## config.mk

```make
export PLATFORM = sky130hd
export DESIGN_NAME = shift_add_mult
export DESIGN_NICKNAME = d
export VERILOG_FILES = /design/src/rtl/mult_pkg.sv /design/src/rtl/shift_add_mult_bit_shift.sv /design/src/rtl/shift_add_mult.sv
export SDC_FILE = /design/constraint.sdc
export NUM_CORES = 1
export LEC_CHECK = 0
export CAP_MARGIN = 20
export CORE_MARGIN = 1.5
export CORE_UTILIZATION = 25
export DETAILED_ROUTE_END_ITERATION = 8
export PLACE_DENSITY = 0.49
export REMOVE_ABC_BUFFERS = 1
export SYNTH_ARGS = -nofsm -noshare
export SYNTH_HDL_FRONTEND = slang
export SYNTH_SLANG_ARGS = --single-unit
```

## constraint.sdc

```tcl
create_clock -name clk -period 6.7 [get_ports clk]
set_clock_uncertainty 0.1 [all_clocks]
set_input_delay 1.34 -clock clk [delete_from_list [all_inputs] [get_ports clk]]
set_output_delay 1.34 -clock clk [all_outputs]
set_load 0.01 [all_outputs]
```

## src/rtl/mult_pkg.sv

```systemverilog
// Shared widths and FSM state type for the shift-and-add multiplier.
// Used by shift_add_mult and bit_shift.
package mult_pkg;
  localparam int A_W   = 24;
  localparam int B_W   = 16;
  localparam int P_W   = 48;
  localparam int CNT_W = 4;

  typedef enum logic [1:0] {
    IDLE = 2'd0,
    RUN  = 2'd1,
    DONE = 2'd2
  } state_t;
endpackage

```

## src/rtl/shift_add_mult_bit_shift.sv

```systemverilog
// Barrel shifter: mod=0 shifts A left by n, mod=1 shifts right.
// A is zero-extended to the P_W-bit result.
module bit_shift
  import mult_pkg::*;
(
  input  logic [A_W-1:0]   A,
  input  logic [CNT_W-1:0] n,
  input  logic             mod,
  output logic [P_W-1:0]   S
);
  logic [P_W-1:0] ext;

  assign ext = P_W'(A);

  always_comb begin
    S = ext << n;
    if (mod) S = ext >> n;
  end
endmodule

```

## src/rtl/shift_add_mult.sv

```systemverilog
// Sequential 24x16 unsigned shift-and-add multiplier, one partial product per cycle.
// Optional early exit when remaining multiplier bits are zero: SHIFT_ADD_MULT_EARLY_EN.
module shift_add_mult
  import mult_pkg::*;
(
  input  logic           clk,
  input  logic           rst,
  input  logic           start,
  input  logic [A_W-1:0] a,
  input  logic [B_W-1:0] b,
  output logic           busy,
  output logic           done,
  output logic [P_W-1:0] p
);
  state_t state, state_nxt;

  logic [A_W-1:0]   a_r;
  logic [B_W-1:0]   b_r;
  logic [P_W-1:0]   acc;
  logic [P_W-1:0]   acc_nxt;
  logic [P_W-1:0]   s;
  logic [CNT_W-1:0] k;
  logic             accept;
  logic             last;

  bit_shift u_shift (
    .A   (a_r),
    .n   (k),
    .mod (1'b0),
    .S   (s)
  );

  assign acc_nxt = b_r[k] ? acc + s : acc;

`ifdef SHIFT_ADD_MULT_EARLY_EN
  logic [CNT_W:0] k_inc;
  assign k_inc = {1'b0, k} + 1'b1;
  // Stop as soon as no set multiplier bits remain above k.
  assign last = (k == CNT_W'(B_W - 1)) || ((b_r >> k_inc) == '0);
`else
  assign last = (k == CNT_W'(B_W - 1));
`endif

  always_comb begin
    state_nxt = state;
    accept    = 1'b0;
    busy      = 1'b0;
    done      = 1'b0;
    unique case (state)
      IDLE: begin
        accept = start;
        if (start) state_nxt = RUN;
      end
      RUN: begin
        busy = 1'b1;
        if (last) state_nxt = DONE;
      end
      DONE: begin
        done      = 1'b1;
        accept    = start;
        state_nxt = start ? RUN : IDLE;
      end
      default: state_nxt = IDLE;
    endcase
  end

  always_ff @(posedge clk) begin
    if (rst) state <= IDLE;
    else     state <= state_nxt;
  end

  always_ff @(posedge clk) begin
    if (rst) begin
      a_r <= '0;
      b_r <= '0;
      acc <= '0;
      k   <= '0;
      p   <= '0;
    end else if (accept) begin
      a_r <= a;
      b_r <= b;
      acc <= '0;
      k   <= '0;
    end else if (busy) begin
      acc <= acc_nxt;
      k   <= k + 1'b1;
      if (last) p <= acc_nxt;
    end
  end
endmodule

```

Word-level counts from Yosys, hierarchy flattened. Index checks and enable logic that the tools add are counted.

Output and inout port bits: 50. Bits of input ports: 43. Word-level logic and storage cells: 31. Register bits after elaboration: 142.

Add/sub/neg operators: 2. $lt $le $gt $ge: 1. Multiplexer cells: 10. Equality and inequality tests: 5. Reductions and logical operators: 5. Bitwise logic cells: 1. Shift operators: 1.

Operators by type and width (number): $add 48x48->48 (1); $mux 48 (1); $shl 24x4->48 (1); $pmux 2 s3 (1); $lt 4x5->1 const B (1); $mux 1 (5); $add 4x1->4 const B (1); $bmux 1 s4 (1); $eq 4x4->1 const B (1); $mux 2 (2); $ne 2x2->1 const B (2); $reduce_or 2->1 (2); $reduce_and 3->1 (1); $eq 2x1->1 const B (1); $eq 2x2->1 const B (1); $logic_not 2->1 (1); $reduce_and 2->1 (1); $not 1->1 (1).

Depth between registers and ports, before layout. Gate-level depths: netlist of run 1.

Depth in word-level cells: 5. Depth in mapped cells: 21.

Hierarchy. A second synthesis of run 1 with hierarchy kept.

Cells, all modules: 1465. Area, all modules: 11441.0 um^2.

Modules (own cells, without submodules): shift_add_mult (cells each 1125, area an instance 8807.2 um^2, instances 1); bit_shift (cells each 340, area an instance 2633.8 um^2, instances 1).

Worst setup path after synthesis of run 1. Ideal clock, no wire load.

Path type: flip-flop to flip-flop. Start: register k[0]. End: register p[43]. Arrival: 4.095 ns. Setup slack: 2.388 ns. Setup time: 0.117 ns. Cell stages (with the launch flop): 18. Period minus slack after synthesis: 4.312 ns. Cell sequence: dfxtp_1 buf_2 buf_1 inv_1 clkbuf_1 o31a_1 a21oi_1 mux2i_1 ha_1 buf_4 nand2_2 or4_4 o211ai_2 nor3_2 o31ai_4 nand3_1 xnor2_1 a22o_1.

Word-level cells in the longest chain between the ends: 3.

Ends and longest elaborated chain: start, declared (line shift_add_mult.sv:22) `logic [CNT_W-1:0] k;`; start signal, assigned (line shift_add_mult.sv:86) `k <= k + 1'b1;`; $shl 24x4->48 or $bmux 1 s4 (tied branches) (line shift_add_mult_bit_shift.sv:16, shift_add_mult.sv:33); $add 48x48->48 or $mux 1 (tied branches) (line shift_add_mult.sv:33) `assign acc_nxt = b_r[k] ? acc + s : acc;`; $mux 48 (line shift_add_mult.sv:33); end signal, assigned (line shift_add_mult.sv:87) `if (last) p <= acc_nxt;`; end, declared (line shift_add_mult.sv:13) `output logic [P_W-1:0] p`.

Parallel ways exist; a longest one is shown, timed or not. The select of a mux whose other input is x is not followed. A chain may end at the register's enable or synchronous reset.

Worst setup path in the final report of run 1.
Start: register k[1]. End: register p[43].

The elaborated chain is that of the path after synthesis.

==> metrics.cfg, run 1 <==
[outcome]
status = finished clean

[routing]
first_iter_violations = 501
wl_met2_um = 12200
ant_nets = 0
wl_met1_um = 14200
vias = 8184
top_layer_used = met4
firstDrtPassIters = 5
via_per_inst = 4.90
drc = 0
avgRoutedWirePerCell_um = 16.7
totalWireLength_um = 28000
dr_wl_met3_um = 1020

[floorplanning]
dieArea_sq_um = 37000
start_util = 0.253
fp.dieW_um = 192
die_y_um = 192
core_sq_um = 35400
pin_count = 93
rows = 69

[worst_hold_path]
min_from = p[1]$_SDFFE_PP0P_
hold_path_end = p[1]$_SDFFE_PP0P_
min_path_cells = 2
min_path_type = flip-flop to flip-flop

[worst_setup_path]
worstSetupPathType = flip-flop to flip-flop
worstPathArrival_ns = 5.21
crit_slowest_cell = dfxtp_1
cp.buffers_inverters = 1
cp.depth = 13
worst-r2r-setup-slack_ns = 1.72
worst_setup_path_end_kind = flip-flop
ff2ff_path_depth = 13
worstReg2RegStart = k[1]$_SDFFE_PP0P_
cp_data_required_time_ns = 6.92
r2r_end = p[43]$_SDFFE_PP0P_
critPathLaunchType = flip-flop
path_cells = buf_4 -> mux4_2 -> mux2i_1 -> mux2i_1 -> ha_1 -> nand2_2 -> or4_4 -> o211ai_2 -> nor3_2 -> o31ai_4 -> nand3_1 -> xnor2_1 -> a22o_1
cp_top_family = compound AO/OA/AOI/OAI gates
cp_max_fo = 23
slowest_delay_ns = 0.95
cpMostUsedCell = mux2i_1

[global_route]
grt_first_pass_wirelength_um = 44500
antenna_found_initial = 0
first_global_vias = 7895
grt_max_degree = 57
grt_overflow = 0
grtUsageTotal = 0.155

[synth]
synth_seq_cells = 142
ys_top_cells_by_area = dfxtp_1 32%, nand2_1 8.4%, a21oi_1 8.2%, ha_1 5.6%, mux2i_1 5.1%
synth_ff_type = dfxtp_1
syn_area_sq_um = 8970
synth_top_area_frac = 0.317
ys_seq_area_frac = 0.317
synth_top_area_cell = dfxtp_1
synth_cells = 1156
synth-edff-count = 0
ys_types = 64
synth_warnings = 0
synth_area_per_cell_sq_um = 7.76
ys_async_sr_fraction = 0

[clock_network]
cts_setup_buffers = 0
cts-root-buf = clkbuf_16
cts_tree = yes
clock_sinks = 142
clockBufferDepth = 2
cts_resized = 0
cts_hold_buf = 0
ctsHtreeMaxLevel = 4
path_clk_slew_ns = 0.07
numCtsBuffers = 17
clkLatencyLatePin_ns = 0.44

[finish]
multi_input_area_sq_um = 5680
antennaDiodeCount = 0
drive_gt1_frac = 0.0736
seqCellArea_sq_um = 2840
synthToLayoutAreaGrowth_pct = 20.0
num-fill-cells = 3844
nNetsFinal = 1281
fin_util = 0.304

[pwr]
p_leak_nw = 3.94
p_switching_uw = 600
swShare = 0.288
p_comb_frac = 0.124
power_density_nw_per_um2 = 194
cellInternalPower_mw = 1.49
p_seq_frac = 0.423
peakVddDrop_mv = 0.169
power.share.clock = 0.453

[placed_design]
gp_congestion = 0.887
io_buffers = 92
dp_hpwl_um = 20700

[job]
drv_cap = 0

[sta]
fmax_mhz = 201
fin_tns_setup_ns = 0
relSlewSlack = 0.291
setup_viol = 0
drv_slew = 0
hold_viol = 0
worstMarginPinSlew_ns = 1.06
grt_setup_unrepaired = no
period_share = 0.744
final.min_clock_period_ns = 4.98

==> synth_stat cells, drive strengths merged (2+ instances only) <==
library cell,number
nand2,204
a21oi,148
dfxtp,142
nor2,99
o21ai,65
clkbuf,63
mux2i,46
ha,40
nand3,40
xnor2,30
a211oi,28
xor2,26
buf,20
inv,18
a21o,17
a31oi,16
and3,13
mux4,13
nand4,13
o211ai,13
nor3,11
mux2,9
and2,8
nor2b,8
o21bai,8
nand2b,6
o21a,5
o22ai,5
or3,5
a21boi,4
a41oi,4
nor4,4
or2,4
a221oi,2
a22o,2
o21ba,2
o31ai,2
==> sequential cells by signal, indices dropped and copies added (netlist names) <==
signal,flops
a_r,24
state,2
k,4
b_r,16
p,48
acc,48
==> area by class of cell <==
type	instances	area share
clock buffer	17	0.0395
clock inverter	15	0.0137
inverter	19	0.00663
multi-input combinational	912	0.528
sequential	142	0.264
tap	461	0.0536
timing repair buffer	105	0.0942
==> per-stage QoR <==
stage          cell area (sq um)  setup WS (ns)  power [mW]  hold slack (ns)  instances
3_3_place_gp               10200           1.75        1.16            0.342       1639
2_1_floorplan               8580           2.01        1.05            0.327       1073
6_report                   10800           1.72        2.09            0.357       1671
5_1_grt                    10800           1.21        2.18            0.375       1671
4_1_cts                    10800           1.70        2.12            0.358       1671
3_5_place_dp               10200           1.73        1.16            0.348       1639
==> how the worst max path moves through the flow <==
stage | end | startpoint
after floorplan | p[39]$_SDFFE_PP0P_ | k[0]$_SDFFE_PP0P_
after global placement | p[43]$_SDFFE_PP0P_ | k[1]$_SDFFE_PP0P_
after detailed placement | p[43]$_SDFFE_PP0P_ | k[1]$_SDFFE_PP0P_
after CTS | p[45]$_SDFFE_PP0P_ | k[1]$_SDFFE_PP0P_
after global routing | p[45]$_SDFFE_PP0P_ | k[0]$_SDFFE_PP0P_
final | p[43]$_SDFFE_PP0P_ | k[1]$_SDFFE_PP0P_
==> tightest hold or removal path: cells and delay by family (launching register included) <==
| family | cells | cell delay [ns] |
|---|---|---|
| AOI/OAI and AO/OA | 1 | 0.05 |
| and+or+nand+nor | 1 | 0.05 |
| DFF | 1 | 0.31 |
==> power groups by stage <==
stage	sequential [mW]	combinational, mW	clock [mW]
detailed placement	0.901	0.259	0
global route	0.885	0.285	1.01
CTS	0.882	0.260	0.975
floorplan	0.896	0.158	0
global placement	0.900	0.260	0
finish	0.882	0.259	0.945
==> logic make-up (layout without fill, tap and decap cells) <==
logic type,Yosys count,after routing,synth area share
buffers and inverters,102,156,0.0511
multiplexers,68,68,0.0953
AO/OA/AOI/OAI,330,330,0.220
XOR/XNOR,56,56,0.0547
AND/OR/NAND/NOR,417,417,0.204
flip-flops,142,142,0.317
adder cells (fa/ha/maj),41,41,0.0580
==> layer usage <==
layer	track usage	vias to the layer above
met5	0	-
met4	0.0593	0
met3	0.0245	33
met2	0.237	166
met1	0.217	3800
li1	-	4185
==> layout by cell type (no fill, tap or decap), types with 6 or more instances in the layout <==
master           synthesis  final
a211oi_1                27     27
a21o_1                  17     17
a21oi_1                147    147
a31oi_1                 16     16
and2_1                   8      8
and3_1                  13     13
buf_4                    3     13
clkbuf_16                0     17
clkdlybuf4s50_1          0     91
dfxtp_1                142    142
ha_1                    40     40
inv_1                   18     18
inv_6                    0      7
mux2_2                   9      9
mux2i_1                 46     46
mux4_2                  13     13
nand2_1                200    199
nand2b_1                 6      6
nand3_1                 40     40
nand4_1                 13     13
nor2_1                  99     98
nor2b_1                  8      7
nor3_1                   9      9
o211ai_1                12     12
o21ai_0                 64     64
o21bai_1                 8      8
xnor2_1                 30     30
xor2_1                  26     26
No activity file was read; power rests on OpenSTA's default activity.
==> run 2, diff against run 1 <==
PLACE_DENSITY = 0.5   (was 0.49)
clock period = 4.35 ns   (was 6.7 ns; I/O delays follow)
==> metrics.cfg, run 2 (same netlist as run 1, synthesis figures left out) <==
[sta]
relSlewSlack = 0.461  ; +0.170
timing.hold.ws_ns = 0.354  ; -0.00297 ns
final.min_clock_period_ns = 4.13  ; -0.857 ns
drv_slew = 0  ; unchanged
period_share = 0.948  ; +0.205
worstMarginPinSlew_ns = 0.809  ; -0.251 ns
setup_viol = 0  ; unchanged
post-route-worst-setup-slack_ns = 0.225  ; -1.49 ns
fmax_mhz = 242  ; +21%
fin_tns_setup_ns = 0  ; unchanged
hold_viol = 0  ; unchanged

[job]
drv_cap = 0  ; unchanged

[finish]
final_common_cell = nand2_1
fin_util = 0.317  ; +0.0129
reg_top3 = acc: 48 flops, p: 48 flops, a_r: 24 flops
layout_common_cells = 200 x nand2_1, 147 x a21oi_1, 141 x dfxtp_1
fin_cells = 1715  ; +2.6%
synthToLayoutAreaGrowth_pct = 25.1
antennaDiodeCount = 0  ; unchanged
nNetsFinal = 1325  ; +3.4%
drive_gt1_frac = 0.118  ; +0.0445
post-route-cell-area_sq_um = 11200  ; +4.2%

[global_route]
grtUsageTotal = 0.155  ; -0.000364
first_global_vias = 7885  ; -0.13%
antenna_found_initial = 0  ; unchanged
grt_first_pass_wirelength_um = 44100  ; -1.1%
grt_overflow = 0  ; unchanged
grt_max_degree = 43  ; -25%

[routing]
totalWireLength_um = 28400  ; +1.6%
vias = 8296  ; +1.4%
firstDrtPassIters = 4  ; -1
ant_nets = 0  ; unchanged
first_iter_violations = 573  ; +14%
wl_met1_um = 14300  ; +1.1%
wl_met2_um = 13000  ; +6.6%
avgRoutedWirePerCell_um = 16.6  ; -1.0%
top_layer_used = met4
via_per_inst = 4.84  ; -1.2%
dr_wl_met3_um = 746  ; -27%
drc = 0  ; unchanged

[outcome]
status = finished clean

[placed_design]
gp_congestion = 0.935  ; +5.5%
dpl-instance-area_sq_um = 10500  ; +3.5%
dp_hpwl_um = 21300  ; +3.1%
post-place-ws_ns = 0.0677  ; -1.66 ns
dp.cells = 1682  ; +2.6%
io_buffers = 92  ; unchanged

[worst_setup_path]
crit_slowest_cell = mux2_2
worstReg2RegStart = k[1]$_SDFFE_PP0P_
slowest_delay_ns = 0.37  ; -0.58 ns
worst_setup_path_end_kind = flip-flop
worstSetupPathType = flip-flop to flip-flop
cpMostUsedCell = buf_4
cp_top_family = compound AO/OA/AOI/OAI gates
critPathLaunchType = flip-flop
cp.depth = 19  ; +6
cp_data_required_time_ns = 4.54  ; -2.38 ns
path_cells = buf_12 -> mux2_2 -> nor2_1 -> a21oi_1 -> mux2i_1 -> buf_4 -> mux2i_1 -> ha_1 -> buf_4 -> a21oi_1 -> o211ai_1 -> a21boi_0 -> o211ai_4 -> nor3_2 -> o31ai_4 -> buf_4 -> nand2_2 -> xor2_1 -> a211oi_2
ff2ff_path_depth = 19  ; +6
worstPathArrival_ns = 4.32  ; -0.89 ns
r2r_end = p[41]$_SDFFE_PP0P_
cp.buffers_inverters = 4  ; +3
cp_max_fo = 36  ; +57%
worst-r2r-setup-slack_ns = 0.22  ; -1.49 ns

[floorplanning]
rows = 69  ; unchanged
pin_count = 93  ; unchanged
core_sq_um = 35400  ; unchanged
fp.dieW_um = 192  ; unchanged
die_y_um = 192  ; unchanged
dieArea_sq_um = 37000  ; unchanged
start_util = 0.253  ; unchanged

[worst_hold_path]
min_from = b_r[5]$_SDFFE_PP0P_
hold_path_end = b_r[5]$_SDFFE_PP0P_
min_path_cells = 2  ; unchanged
min_path_type = flip-flop to flip-flop

[pwr]
p_total_mw = 3.26  ; +56%
power_density_nw_per_um2 = 291  ; +50%
peakVddDrop_mv = 0.233  ; +38%
p_leak_nw = 4.18  ; +6.0%

[clock_network]
clock_sinks = 142  ; unchanged
clockBufferDepth = 2  ; unchanged
clkLatencyLatePin_ns = 0.44  ; about the same
cts_hold_buf = 0  ; unchanged
numCtsBuffers = 17  ; unchanged
ctsHtreeMaxLevel = 4  ; unchanged
cts-root-buf = clkbuf_16
cts_tree = yes
path_clk_slew_ns = 0.07  ; about the same

-- run 2: cell count changes in the layout (fill, tap and decap cells not counted), sizes merged --
cell      delta
clkinvlp     +1
buf         +44
inv          -1
-- run 2: area by class of cell --
| cell class | count | area, sq um |
|---|---|---|
| Clock buffer | 17 | 425 |
| Clock inverter | 15 | 149 |
| Fill cell | 3798 | 24200 |
| Inverter | 19 | 75.1 |
| Multi-Input combinational cell | 912 | 5770 |
| Sequential cell | 142 | 2840 |
| Tap cell | 461 | 577 |
| Timing Repair Buffer | 149 | 1380 |
-- run 2: per-layer routing --
metal,GRT usage,vias up
met3,0.0215,18
met1,0.217,3869
met2,0.246,155
met5,0,-
li1,-,4254
met4,0.0441,0
-- run 2: how the worst max path moves through the flow --
stage | start | to
after floorplan | k[0]$_SDFFE_PP0P_ | p[39]$_SDFFE_PP0P_
after CTS | k[1]$_SDFFE_PP0P_ | p[35]$_SDFFE_PP0P_
final | k[1]$_SDFFE_PP0P_ | p[41]$_SDFFE_PP0P_
after detailed placement | k[1]$_SDFFE_PP0P_ | p[35]$_SDFFE_PP0P_
after global placement | k[1]$_SDFFE_PP0P_ | p[35]$_SDFFE_PP0P_
after global routing | k[1]$_SDFFE_PP0P_ | p[41]$_SDFFE_PP0P_
-- run 2: tightest hold or removal path: stages, from the launching register on --
cell,delay (ns)
dfxtp_1,0.31
nand2_1,0.05
a21oi_1,0.05
-- run 2: what timing repair did --
| action | in CTS | in global routing |
|---|---|---|
| gates resized for setup | 0 | 20 |
| buffers inserted | 0 | 1 |
| setup endpoints to repair | 0 | 32 |
-- run 2: where the power goes --
group / total (mW) / switching, mW / internal, mW / leakage, nW
clock network: 1.47 / 0.668 / 0.806 / 0.278
registers: 1.35 / 0.0251 / 1.33 / 1.15
logic: 0.434 / 0.253 / 0.181 / 2.75
